--- src/rtl/fb_pkg.sv ---
// Shared framebuffer geometry, bus widths and arbiter FSM encoding.
package fb_pkg;

  localparam int FB_W      = 320;
  localparam int FB_H      = 240;
  localparam int FB_NWORDS = FB_W * FB_H;
  localparam int FB_ADDR_W = 17;
  localparam int FB_PIX_W  = 8;

  typedef enum logic [1:0] {
    IDLE     = 2'd0,
    CLR_WAIT = 2'd1,
    CLEAR    = 2'd2
  } fb_state_e;

endpackage

--- src/rtl/fb_wr_fifo.sv ---
// Small write FIFO of {addr, data}; head is read straight from the storage flops.
module fb_wr_fifo #(
  parameter int ADDR_W = 17,
  parameter int PIX_W  = 8,
  parameter int DEPTH  = 4
) (
  input  logic              clk,
  input  logic              rst,
  input  logic              push,
  input  logic [ADDR_W-1:0] push_addr,
  input  logic [PIX_W-1:0]  push_data,
  input  logic              pop,
  output logic              full,
  output logic              empty,
  output logic [ADDR_W-1:0] head_addr,
  output logic [PIX_W-1:0]  head_data
);

  localparam int PTR_W = $clog2(DEPTH);
  localparam logic [PTR_W:0] PTR_ONE = (PTR_W + 1)'(1);

  logic [PTR_W:0]    wr_ptr_r;
  logic [PTR_W:0]    rd_ptr_r;
  logic [ADDR_W-1:0] addr_mem_r [DEPTH];
  logic [PIX_W-1:0]  data_mem_r [DEPTH];
  logic              push_ok_s;
  logic              pop_ok_s;

  assign push_ok_s = push && !full;
  assign pop_ok_s  = pop && !empty;

  // Wrap bit distinguishes full from empty when the index bits match.
  always_comb begin
    empty     = (wr_ptr_r == rd_ptr_r);
    full      = (wr_ptr_r[PTR_W] != rd_ptr_r[PTR_W]) &&
                (wr_ptr_r[PTR_W-1:0] == rd_ptr_r[PTR_W-1:0]);
    head_addr = addr_mem_r[rd_ptr_r[PTR_W-1:0]];
    head_data = data_mem_r[rd_ptr_r[PTR_W-1:0]];
  end

  // Pointer update.
  always_ff @(posedge clk or posedge rst) begin
    if (rst) begin
      wr_ptr_r <= '0;
      rd_ptr_r <= '0;
    end else begin
      if (push_ok_s) wr_ptr_r <= wr_ptr_r + PTR_ONE;
      if (pop_ok_s)  rd_ptr_r <= rd_ptr_r + PTR_ONE;
    end
  end

  // Entry storage.
  always_ff @(posedge clk) begin
    if (push_ok_s) begin
      addr_mem_r[wr_ptr_r[PTR_W-1:0]] <= push_addr;
      data_mem_r[wr_ptr_r[PTR_W-1:0]] <= push_data;
    end
  end

endmodule

--- src/rtl/fb_mem_arbiter.sv ---
// Single-port framebuffer arbiter: scanout reads > queued raster writes > clear engine.
// One grant per cycle; the grant is registered onto the mem_* bus.
module fb_mem_arbiter #(
  parameter int PIX_W      = fb_pkg::FB_PIX_W,
  parameter int ADDR_W     = fb_pkg::FB_ADDR_W,
  parameter int FB_WORDS   = fb_pkg::FB_NWORDS,
  parameter int FIFO_DEPTH = 4
) (
  input  logic              clk,
  input  logic              rst,
  input  logic              scan_req,
  input  logic [ADDR_W-1:0] scan_addr,
  output logic              scan_valid,
  output logic [PIX_W-1:0]  scan_data,
  input  logic              wr_valid,
  output logic              wr_ready,
  input  logic [ADDR_W-1:0] wr_addr,
  input  logic [PIX_W-1:0]  wr_data,
  input  logic              clear_start,
  input  logic [PIX_W-1:0]  clear_color,
  output logic              clear_busy,
  output logic              clear_done,
  output logic              mem_en,
  output logic              mem_we,
  output logic [ADDR_W-1:0] mem_addr,
  output logic [PIX_W-1:0]  mem_wdata,
  input  logic [PIX_W-1:0]  mem_rdata
);

  import fb_pkg::*;

  localparam logic [ADDR_W-1:0] CLR_LAST = ADDR_W'(FB_WORDS - 1);
  localparam logic [ADDR_W-1:0] ADDR_ONE = ADDR_W'(1);

  fb_state_e         state_r;
  fb_state_e         state_nxt_s;
  logic              fifo_full_s;
  logic              fifo_empty_s;
  logic              push_s;
  logic [ADDR_W-1:0] head_addr_s;
  logic [PIX_W-1:0]  head_data_s;
  logic              grant_scan_s;
  logic              grant_fifo_s;
  logic              grant_clr_s;
  logic              clr_last_s;
  logic [ADDR_W-1:0] mem_addr_nxt_s;
  logic [PIX_W-1:0]  mem_wdata_nxt_s;
  logic [ADDR_W-1:0] clr_cnt_r;
  logic [PIX_W-1:0]  clr_color_r;
  logic              scan_pend_r;
  logic              scan_valid_r;

  assign push_s     = wr_valid && wr_ready;
  assign clr_last_s = grant_clr_s && (clr_cnt_r == CLR_LAST);

  fb_wr_fifo #(
    .ADDR_W (ADDR_W),
    .PIX_W  (PIX_W),
    .DEPTH  (FIFO_DEPTH)
  ) u_fifo (
    .clk       (clk),
    .rst       (rst),
    .push      (push_s),
    .push_addr (wr_addr),
    .push_data (wr_data),
    .pop       (grant_fifo_s),
    .full      (fifo_full_s),
    .empty     (fifo_empty_s),
    .head_addr (head_addr_s),
    .head_data (head_data_s)
  );

  // Strict-priority grant and the bus word it will drive next cycle.
  always_comb begin
    grant_scan_s    = 1'b0;
    grant_fifo_s    = 1'b0;
    grant_clr_s     = 1'b0;
    mem_addr_nxt_s  = '0;
    mem_wdata_nxt_s = '0;
    if (scan_req) begin
      grant_scan_s   = 1'b1;
      mem_addr_nxt_s = scan_addr;
    end else if (!fifo_empty_s) begin
      grant_fifo_s    = 1'b1;
      mem_addr_nxt_s  = head_addr_s;
      mem_wdata_nxt_s = head_data_s;
    end else if (state_r == CLEAR) begin
      grant_clr_s     = 1'b1;
      mem_addr_nxt_s  = clr_cnt_r;
      mem_wdata_nxt_s = clr_color_r;
    end else begin
      grant_scan_s = 1'b0;
    end
  end

  // FSM state register.
  always_ff @(posedge clk or posedge rst) begin
    if (rst) state_r <= IDLE;
    else     state_r <= state_nxt_s;
  end

  // Next state: CLR_WAIT lets already-queued writes land before the fill starts.
  always_comb begin
    state_nxt_s = state_r;
    case (state_r)
      IDLE:     if (clear_start)  state_nxt_s = CLR_WAIT; else state_nxt_s = IDLE;
      CLR_WAIT: if (fifo_empty_s) state_nxt_s = CLEAR;    else state_nxt_s = CLR_WAIT;
      CLEAR:    if (clr_last_s)   state_nxt_s = IDLE;     else state_nxt_s = CLEAR;
      default:  state_nxt_s = IDLE;
    endcase
  end

  // FSM-derived and pass-through outputs.
  always_comb begin
    clear_busy = (state_r != IDLE);
    wr_ready   = !fifo_full_s && (state_r == IDLE);
    scan_valid = scan_valid_r;
    if (scan_valid_r) scan_data = mem_rdata;
    else              scan_data = '0;
  end

  // Clear colour latch and fill counter.
  always_ff @(posedge clk or posedge rst) begin
    if (rst) begin
      clr_cnt_r   <= '0;
      clr_color_r <= '0;
    end else if ((state_r == IDLE) && clear_start) begin
      clr_cnt_r   <= '0;
      clr_color_r <= clear_color;
    end else if (grant_clr_s) begin
      clr_cnt_r <= clr_last_s ? '0 : (clr_cnt_r + ADDR_ONE);
    end else begin
      clr_cnt_r <= clr_cnt_r;
    end
  end

  // Registered RAM bus, scan read delay line and clear completion pulse.
  always_ff @(posedge clk or posedge rst) begin
    if (rst) begin
      mem_en       <= 1'b0;
      mem_we       <= 1'b0;
      mem_addr     <= '0;
      mem_wdata    <= '0;
      scan_pend_r  <= 1'b0;
      scan_valid_r <= 1'b0;
      clear_done   <= 1'b0;
    end else begin
      mem_en       <= grant_scan_s | grant_fifo_s | grant_clr_s;
      mem_we       <= grant_fifo_s | grant_clr_s;
      mem_addr     <= mem_addr_nxt_s;
      mem_wdata    <= mem_wdata_nxt_s;
      scan_pend_r  <= grant_scan_s;
      scan_valid_r <= scan_pend_r;
      clear_done   <= clr_last_s;
    end
  end

endmodule

--- config.mk ---
export PLATFORM = sky130hd
export DESIGN_NAME = fb_mem_arbiter
export DESIGN_NICKNAME = d
export VERILOG_FILES = /design/src/rtl/fb_pkg.sv /design/src/rtl/fb_wr_fifo.sv /design/src/rtl/fb_mem_arbiter.sv
export SDC_FILE = /design/constraint.sdc
export NUM_CORES = 1
export LEC_CHECK = 0
export ABC_AREA = 0
export CAP_MARGIN = 10
export CORE_MARGIN = 2
export CORE_UTILIZATION = 45
export CTS_BUF_LIST = sky130_fd_sc_hd__clkbuf_4
export CTS_CLUSTER_DIAMETER = 120
export CTS_CLUSTER_SIZE = 16
export DETAILED_ROUTE_END_ITERATION = 10
export GPL_ROUTABILITY_DRIVEN = 1
export GPL_TIMING_DRIVEN = 0
export HOLD_SLACK_MARGIN = 0.06
export PLACE_DENSITY = 0.67
export SETUP_SLACK_MARGIN = 0.15
export SLEW_MARGIN = 20
export SYNTH_ARGS = -nofsm -noshare
export SYNTH_HDL_FRONTEND = slang
export SYNTH_SLANG_ARGS = --single-unit
export TNS_END_PERCENT = 1
--- constraint.sdc ---
create_clock -name clk -period 6 [get_ports clk]
set_input_delay 1.2 -clock clk [delete_from_list [all_inputs] [get_ports clk]]
set_output_delay 1.2 -clock clk [all_outputs]
set_load 0.02 [all_outputs]
## Word level (Yosys, flattened, before mapping)

Memory sizes are Yosys's and may differ from the RTL's.
Cells that the tools add are included.
Widths: inputs -> output; s select.

- Flip-flop bits (word level): 63
- RAM bits: 100
- Input port bits: 63
- Output and inout port bits: 39
- Logic and storage cells: 60
- Memories: 2

- Add/sub/neg operators: 3
- Eq/ne operators: 6
- Muxes and demuxes: 22
- Bitwise logic cells: 3
- Reduce and logical (&&, ||, !) cells: 12

Memories:

| name | depth | bits a word | read ports | clocked after Yosys merged registers in | write ports | RTL line | source |
|---|---|---|---|---|---|---|---|
| u_fifo.addr_mem_r | 4 | 17 | 1 | 0 | 1 | fb_wr_fifo.sv:24 | `logic [ADDR_W-1:0] addr_mem_r [DEPTH];` |
| u_fifo.data_mem_r | 4 | 8 | 1 | 0 | 1 | fb_wr_fifo.sv:25 | `logic [PIX_W-1:0] data_mem_r [DEPTH];` |

Operators with widths:

| kind | number |
|---|---|
| $mux 17 | 6 |
| $mux 8 | 4 |
| $add 17x1->17 const B | 1 |
| $eq 17x17->1 const B | 1 |
| $mux 1 | 9 |
| $logic_and 1x1->1 | 7 |
| $add 3x1->3 const B | 2 |
| $pmux 2 s3 | 1 |
| $mux 2 | 2 |
| $reduce_bool 2->1 | 2 |
| $eq 3x3->1 | 1 |
| $or 1x1->1 | 3 |
| $eq 2x1->1 const B | 1 |
| $eq 2x2->1 | 1 |
| $eq 2x2->1 const B | 1 |
| $logic_not 1->1 | 2 |
| $logic_not 2->1 | 1 |
| $ne 1x1->1 | 1 |

## Logic depth before layout (Yosys ltp)

Gate-level depths: netlist of run 1.

- Word-level depth: 8
- Gate-level depth with buffers: 8
- Mapped depth without buffers: 6

## Hierarchy

A second synthesis of run 1 with hierarchy kept.

- Cells, all modules: 415
- Area, all modules: 6583.8 um^2

By module, submodules not included:

| module | instances | cells an instance | area each (um^2) | sequential area each (um^2) |
|---|---|---|---|---|
| fb_wr_fifo | 1 | 180 | 4117.7 | 3153.0 |
| fb_mem_arbiter | 1 | 235 | 2466.1 | 1426.4 |

## Least setup slack after synthesis of run 1

OpenSTA, ideal clock, no wires.

- Path type: input-to-output
- Start: input mem_rdata[0]
- End: output scan_data[0]
- Arrival time: 1.416 ns
- Required time: 4.800 ns
- Slack: 3.384 ns
- Cell stages on the path: 1
- Path buffers: 0
- Path through: and2_1

- Longest elaborated chain between the ends: 1

Ends and longest elaborated chain:

| what | RTL line | source |
|---|---|---|
| from (decl) | fb_mem_arbiter.sv:27 | `input logic [PIX_W-1:0] mem_rdata` |
| $mux 8 | fb_mem_arbiter.sv:118 | `if (scan_valid_r) scan_data = mem_rdata;` |
| to (decl) | fb_mem_arbiter.sv:14 | `output logic [PIX_W-1:0] scan_data,` |

No other way between the ends.

## Final worst setup path of run 1

- Start: register u_fifo.rd_ptr_r[1]
- End: output wr_ready

- Longest elaborated chain between the ends: 4

Ends and longest elaborated chain:

| what | RTL line | source |
|---|---|---|
| from (decl) | fb_wr_fifo.sv:23 | `logic [PTR_W:0] rd_ptr_r;` |
| from (signal assigned) | fb_wr_fifo.sv:48 | `if (pop_ok_s) rd_ptr_r <= rd_ptr_r + PTR_ONE;` |
| $eq 2x2->1 | fb_wr_fifo.sv:36 | `(wr_ptr_r[PTR_W-1:0] == rd_ptr_r[PTR_W-1:0]);` |
| $logic_and 1x1->1 | fb_wr_fifo.sv:35 | `full = (wr_ptr_r[PTR_W] != rd_ptr_r[PTR_W]) &&` |
| $logic_not 1->1 | fb_mem_arbiter.sv:116 | `wr_ready = !fifo_full_s && (state_r == IDLE);` |
| $logic_and 1x1->1 | fb_mem_arbiter.sv:116 |  |
| to (decl) | fb_mem_arbiter.sv:16 | `output logic wr_ready,` |

No other way between the ends.

==> results of run 1 <==
## logic make-up (layout without fill, tap and decap cells)
group	after synthesis	in the layout	synth area share
DFF	163	163	0.6817
other	0	1	0
and+or+nand+nor	142	142	0.1088
buffers and inverters	27	161	0.01937
muxes	27	27	0.08698
AOI/OAI and AO/OA	66	66	0.06612
adders and majority gates	6	6	0.01117
xor gates and xnor gates	16	16	0.02589
## worst register-to-register path, stage by stage (launching register included)
cell     delay (ns)
dfrtp_1        0.40
buf_4          0.19
xor2_2         0.36
o31a_1         0.33
and3_2         0.71
## sequential cells by signal, summed over array words and instances, names as in the netlist
name               count
u_fifo.addr_mem_r     68
u_fifo.rd_ptr_r        3
clear_done             1
scan_pend_r            1
mem_wdata              8
u_fifo.data_mem_r     32
mem_we                 1
clr_color_r            8
scan_valid             1
u_fifo.wr_ptr_r        3
state_r                2
mem_addr              17
clr_cnt_r             17
mem_en                 1
## layout make-up
type | count | share of cell area
Clock inverter | 13 | 0.01618
Clock buffer | 19 | 0.01724
Inverter | 5 | 0.002571
Timing Repair Buffer | 102 | 0.1255
Multi-Input combinational cell | 257 | 0.2433
Antenna cell | 1 | 0.0003025
Tap cell | 184 | 0.02783
Sequential cell | 163 | 0.5535
Buffer | 22 | 0.01346
## layer usage
metal	vias to the layer above	share of wire	track usage	routed length, um
li1	1924	-	-	-
met1	2158	0.45	0.2673	6563
met2	95	0.49	0.3001	7222
met3	18	0.042	0.04588	620
met4	0	0.014	0.06270	201
met5	-	0	0	0
## worst paths after layout
path	startpoint	end	slack, ns
worst max-delay path	u_fifo.rd_ptr_r[1]$_DFFE_PP0P_	wr_ready	2.31
worst min-delay path	scan_pend_r$_DFF_PP0_	scan_valid$_DFF_PP0_	0.37
worst max register to register	u_fifo.rd_ptr_r[1]$_DFFE_PP0P_	u_fifo.data_mem_r[3][3]$_DFFE_PP_	3.65
worst min register to register	scan_pend_r$_DFF_PP0_	scan_valid$_DFF_PP0_	0.37
max in group asynchronous	rst	mem_addr[11]$_DFF_PP0_	4.64
min in group asynchronous	rst	mem_wdata[7]$_DFF_PP0_	0.86
## layout by cell type, fill, tap and decap left out, types with 6 or more instances in the layout
cell type        Yosys  layout
nand3_1             24      24
a21boi_0            17      17
ha_1                 6       6
a22o_1               8       8
buf_2                8       8
clkbuf_4             0      19
edfxtp_1           100     100
xor2_1              10      10
mux4_2              25      25
clkdlybuf4s50_1      0     101
nand2_1             54      54
and2_1              10      10
nor2_1              18      18
nand4_1              8       8
o21ai_0             25      25
dfrtp_1             63      63
clkbuf_1            10      10
## power groups by stage
stage / Clock [W] / Combinational (W) / Sequential [W]
floorplan: 0 / 0.000658 / 0.00162
global placement: 0 / 0.00121 / 0.00153
detailed placement: 0 / 0.00122 / 0.00154
CTS: 0.000650 / 0.00123 / 0.00151
global route: 0.000699 / 0.00130 / 0.00153
finish: 0.000634 / 0.00122 / 0.00151
## per-stage QoR
stage | cells | instance area [um2] | setup WS, ns
finish | 766 | 8273 | 2.305
global route | 766 | 8273 | 2.199
CTS | 765 | 8270 | 2.264
detailed placement | 733 | 7994 | 2.387
global placement | 732 | 7959 | 2.115
floorplan | 447 | 6718 | 3.230
==> Flow_metrics.wiki, run 1 <==
{| class="wikitable"
! Metric !! Value
|-
| Initial detailed-routing violation count || between 200 and 300
|-
| Instance count on the critical path || 4
|-
| Portion of total power attributed to the clock network || 0.189
|-
| Final Core Density || 0.5692
|-
| Number of input and output port buffers inserted || between 100 and 150
|-
| Num Clock Sinks || about 160
|-
| Total number of vias || around 4200
|-
| Routed wire per std cell || between 15 and 20 um
|-
| Maximum buffer depth of the clock tree || 2
|-
| Ordered cell list for the critical path || buf_4, xor2_2, o31a_1, clkdlybuf4s50_1
|-
| Wire length of the first global-routing pass || between 20000 and 25000 um
|-
| Drt total wl || between 10000 and 15000 um
|-
| Total area of multi-input combinational cells || around 2000 um2
|-
| Internal Power || roughly 0.0022 W
|-
| Number of failing setup endpoints in the final timing report || 0
|-
| Kind of capture point of the worst setup path || output pin
|-
| Number of violations of the max-capacitance limit || 0
|-
| Count of endpoints failing hold in the final timing report || 0
|-
| Post-route minimum period || about 3.7 ns
|-
| Ports placed on the boundary || a little over 100
|-
| Net total in the final layout || 637
|-
| Core Rows || between 40 and 50
|-
| Cell family with most CP delay || buffers and inverters
|-
| Worst-Margin Slew || between 0.7 and 0.8 ns
|-
| Top-area cell type share of the netlist area || 0.4470
|-
| Sw Pwr || approximately 0.0012 W
|-
| Highest ir drop seen on vdd || between 0.15 and 0.2 mV
|-
| Worst min-delay path category || flop to flop
|-
| H-tree lvl count || 4
|-
| Global router's overall resource usage || 0.1916
|-
| Sequential-to-total area share from yosys stat || 0.6817
|-
| Sequential cell area || 4579 um2
|-
| WP data required || ~4.8 ns
|-
| Unrepaired setup endpoints after global routing || no
|-
| Gpl congestion || between 0.8 and 0.9
|-
| Via count of the first global-routing pass || 4251
|-
| CTS clock-pin slew for the worst setup and hold paths || 0.12 ns
|-
| Total count of max-transition violations in the final report || 0
|-
| Total chip power || 0.003359 W
|-
| CP Class || flop to output pin
|-
| Area growth from synthesis to layout || 23.15%
|-
| Vert. Die Dim || about 130 um
|-
| Worst path arrival time || roughly 2.5 ns
|-
| Comb pwr share || 0.362
|-
| Fraction of layout instances using a drive strength above 1 || 0.1429
|-
| Number of CTS-inserted buffers || 17
|-
| Antenna violations before repair || 1
|-
| Max stage delay cell, worst path || clkdlybuf4s50_1
|-
| Number of flops mapped to enable cells by yosys || 100
|-
| Post-CTS setup buffer count || 0
|-
| Later-pin clock latency in the skew report || 0.57 ns
|-
| Die width || roughly 130 um
|-
| Most frequently used flop master after synthesis || edfxtp_1
|-
| Number of different library cells in the post-synthesis netlist || 54
|-
| Worst hold slack after final layout || between 0.3 and 0.4 ns
|-
| Leading cell types by count after synthesis || edfxtp_1 (100), dfrtp_1 (63), nand2_1 (54)
|-
| Syn Area/Cell || 15.03 um2
|-
| Hold-fix buffers, CTS || 0
|-
| Headroom to the max-slew limit || 0.5201
|-
| Pre-Repair DR Iteration Count || 4
|-
| Total negative slack || 0 ns
|-
| Post-route clock skew || around 0.024 ns
|-
| Congestion Overflow GR || 0
|-
| Async SR Flop Fraction || 0.3865
|-
| Cell depth of the worst min-delay path || 0
|-
| Post-cts repair resize count || 0
|-
| Net switching fraction of the power || 0.3433
|-
| Reg2reg path depth || 4
|-
| Maximum number of pins on one net before global-route repair || 56
|-
| Proportion of power drawn by flip-flops and latches || 0.449
|-
| Maximum fanout encountered on the critical timing path || 9
|-
| Slowest Stage Delay on Critical Path || 0.66 ns
|-
| Clock tree from TritonCTS || yes
|-
| Max Fclk || around 270 MHz
|-
| Count of antenna-violating nets left after detailed routing || 0
|-
| Cell taking the most area after synthesis || edfxtp_1
|-
| Result of the run || finished, final reports clean
|-
| # DRC || 0
|-
| Most repeated cell in the gate-level netlist after synthesis || edfxtp_1
|-
| Tcrit/Tclk final || 0.6158
|-
| Die outline area || ~16000 um2
|-
| Initial cell density of the core || 0.4622
|-
| Cell Pwr Density || roughly 400 nW/um2
|-
| Buffering stage count on the worst path with inverters included || 2
|-
| Library cell used as clock root buffer || clkbuf_4
|-
| Detailed placer's ending HPWL || 10010 um
|-
| Cells taking the most area after synthesis || edfxtp_1 (45%), dfrtp_1 (23%), mux4_2 (8.4%)
|-
| Ys Warns || 0
|-
| FF+latch count, synth || approximately 160
|-
| Floorplan core area || 14530 um2
|-
| Gate count of the mapped netlist || ~450
|-
| Number of nets produced by synthesis || roughly 520
|-
| Mean number of vias per cell || about 5.5
|-
| Post-synthesis cell area || ~6700 um2
|-
| Number of fill cells in the layout || between 1000 and 1500
|-
| Crit path launch type || flop
|-
| Reported leakage power || between 3 and 4 nW
|}
(Power assumes the default switching activity.)
==> inputs of run 2 (changes only) <==
==> constraint.sdc (replaced) <==
create_clock -name clk -period 3.7 [get_ports clk]
set_input_delay 0.74 -clock clk [delete_from_list [all_inputs] [get_ports clk]]
set_output_delay 0.74 -clock clk [all_outputs]
set_load 0.02 [all_outputs]
==> results of run 2 <==
The final DEF is identical to that of run 1. Status: finished, final reports clean.
Main changes from that run: setup slack after placement 2.387 ns -> 1.007 ns; setup slack after layout 2.305 ns -> 0.4652 ns; register-to-register setup slack 3.65 ns -> 1.35 ns; total power 0.003359 W -> 0.005447 W; worst IR drop on VDD 0.1700 mV -> 0.2756 mV
==> inputs of run 3 (changes only) <==
--- a/config.mk
+++ b/config.mk
@@ -10,7 +10,7 @@
 export CORE_MARGIN = 2
 export CORE_UTILIZATION = 45
 export CTS_BUF_LIST = sky130_fd_sc_hd__clkbuf_4
-export CTS_CLUSTER_DIAMETER = 120
+export CTS_CLUSTER_DIAMETER = 150
 export CTS_CLUSTER_SIZE = 16
 export DETAILED_ROUTE_END_ITERATION = 10
 export GPL_ROUTABILITY_DRIVEN = 1
==> results of run 3 <==
The final DEF is identical to that of run 1. Status: finished, final reports clean.
Main changes from that run: setup slack after placement 2.387 ns -> 1.007 ns; setup slack after layout 2.305 ns -> 0.4652 ns; register-to-register setup slack 3.65 ns -> 1.35 ns; total power 0.003359 W -> 0.005447 W; worst IR drop on VDD 0.1700 mV -> 0.2756 mV
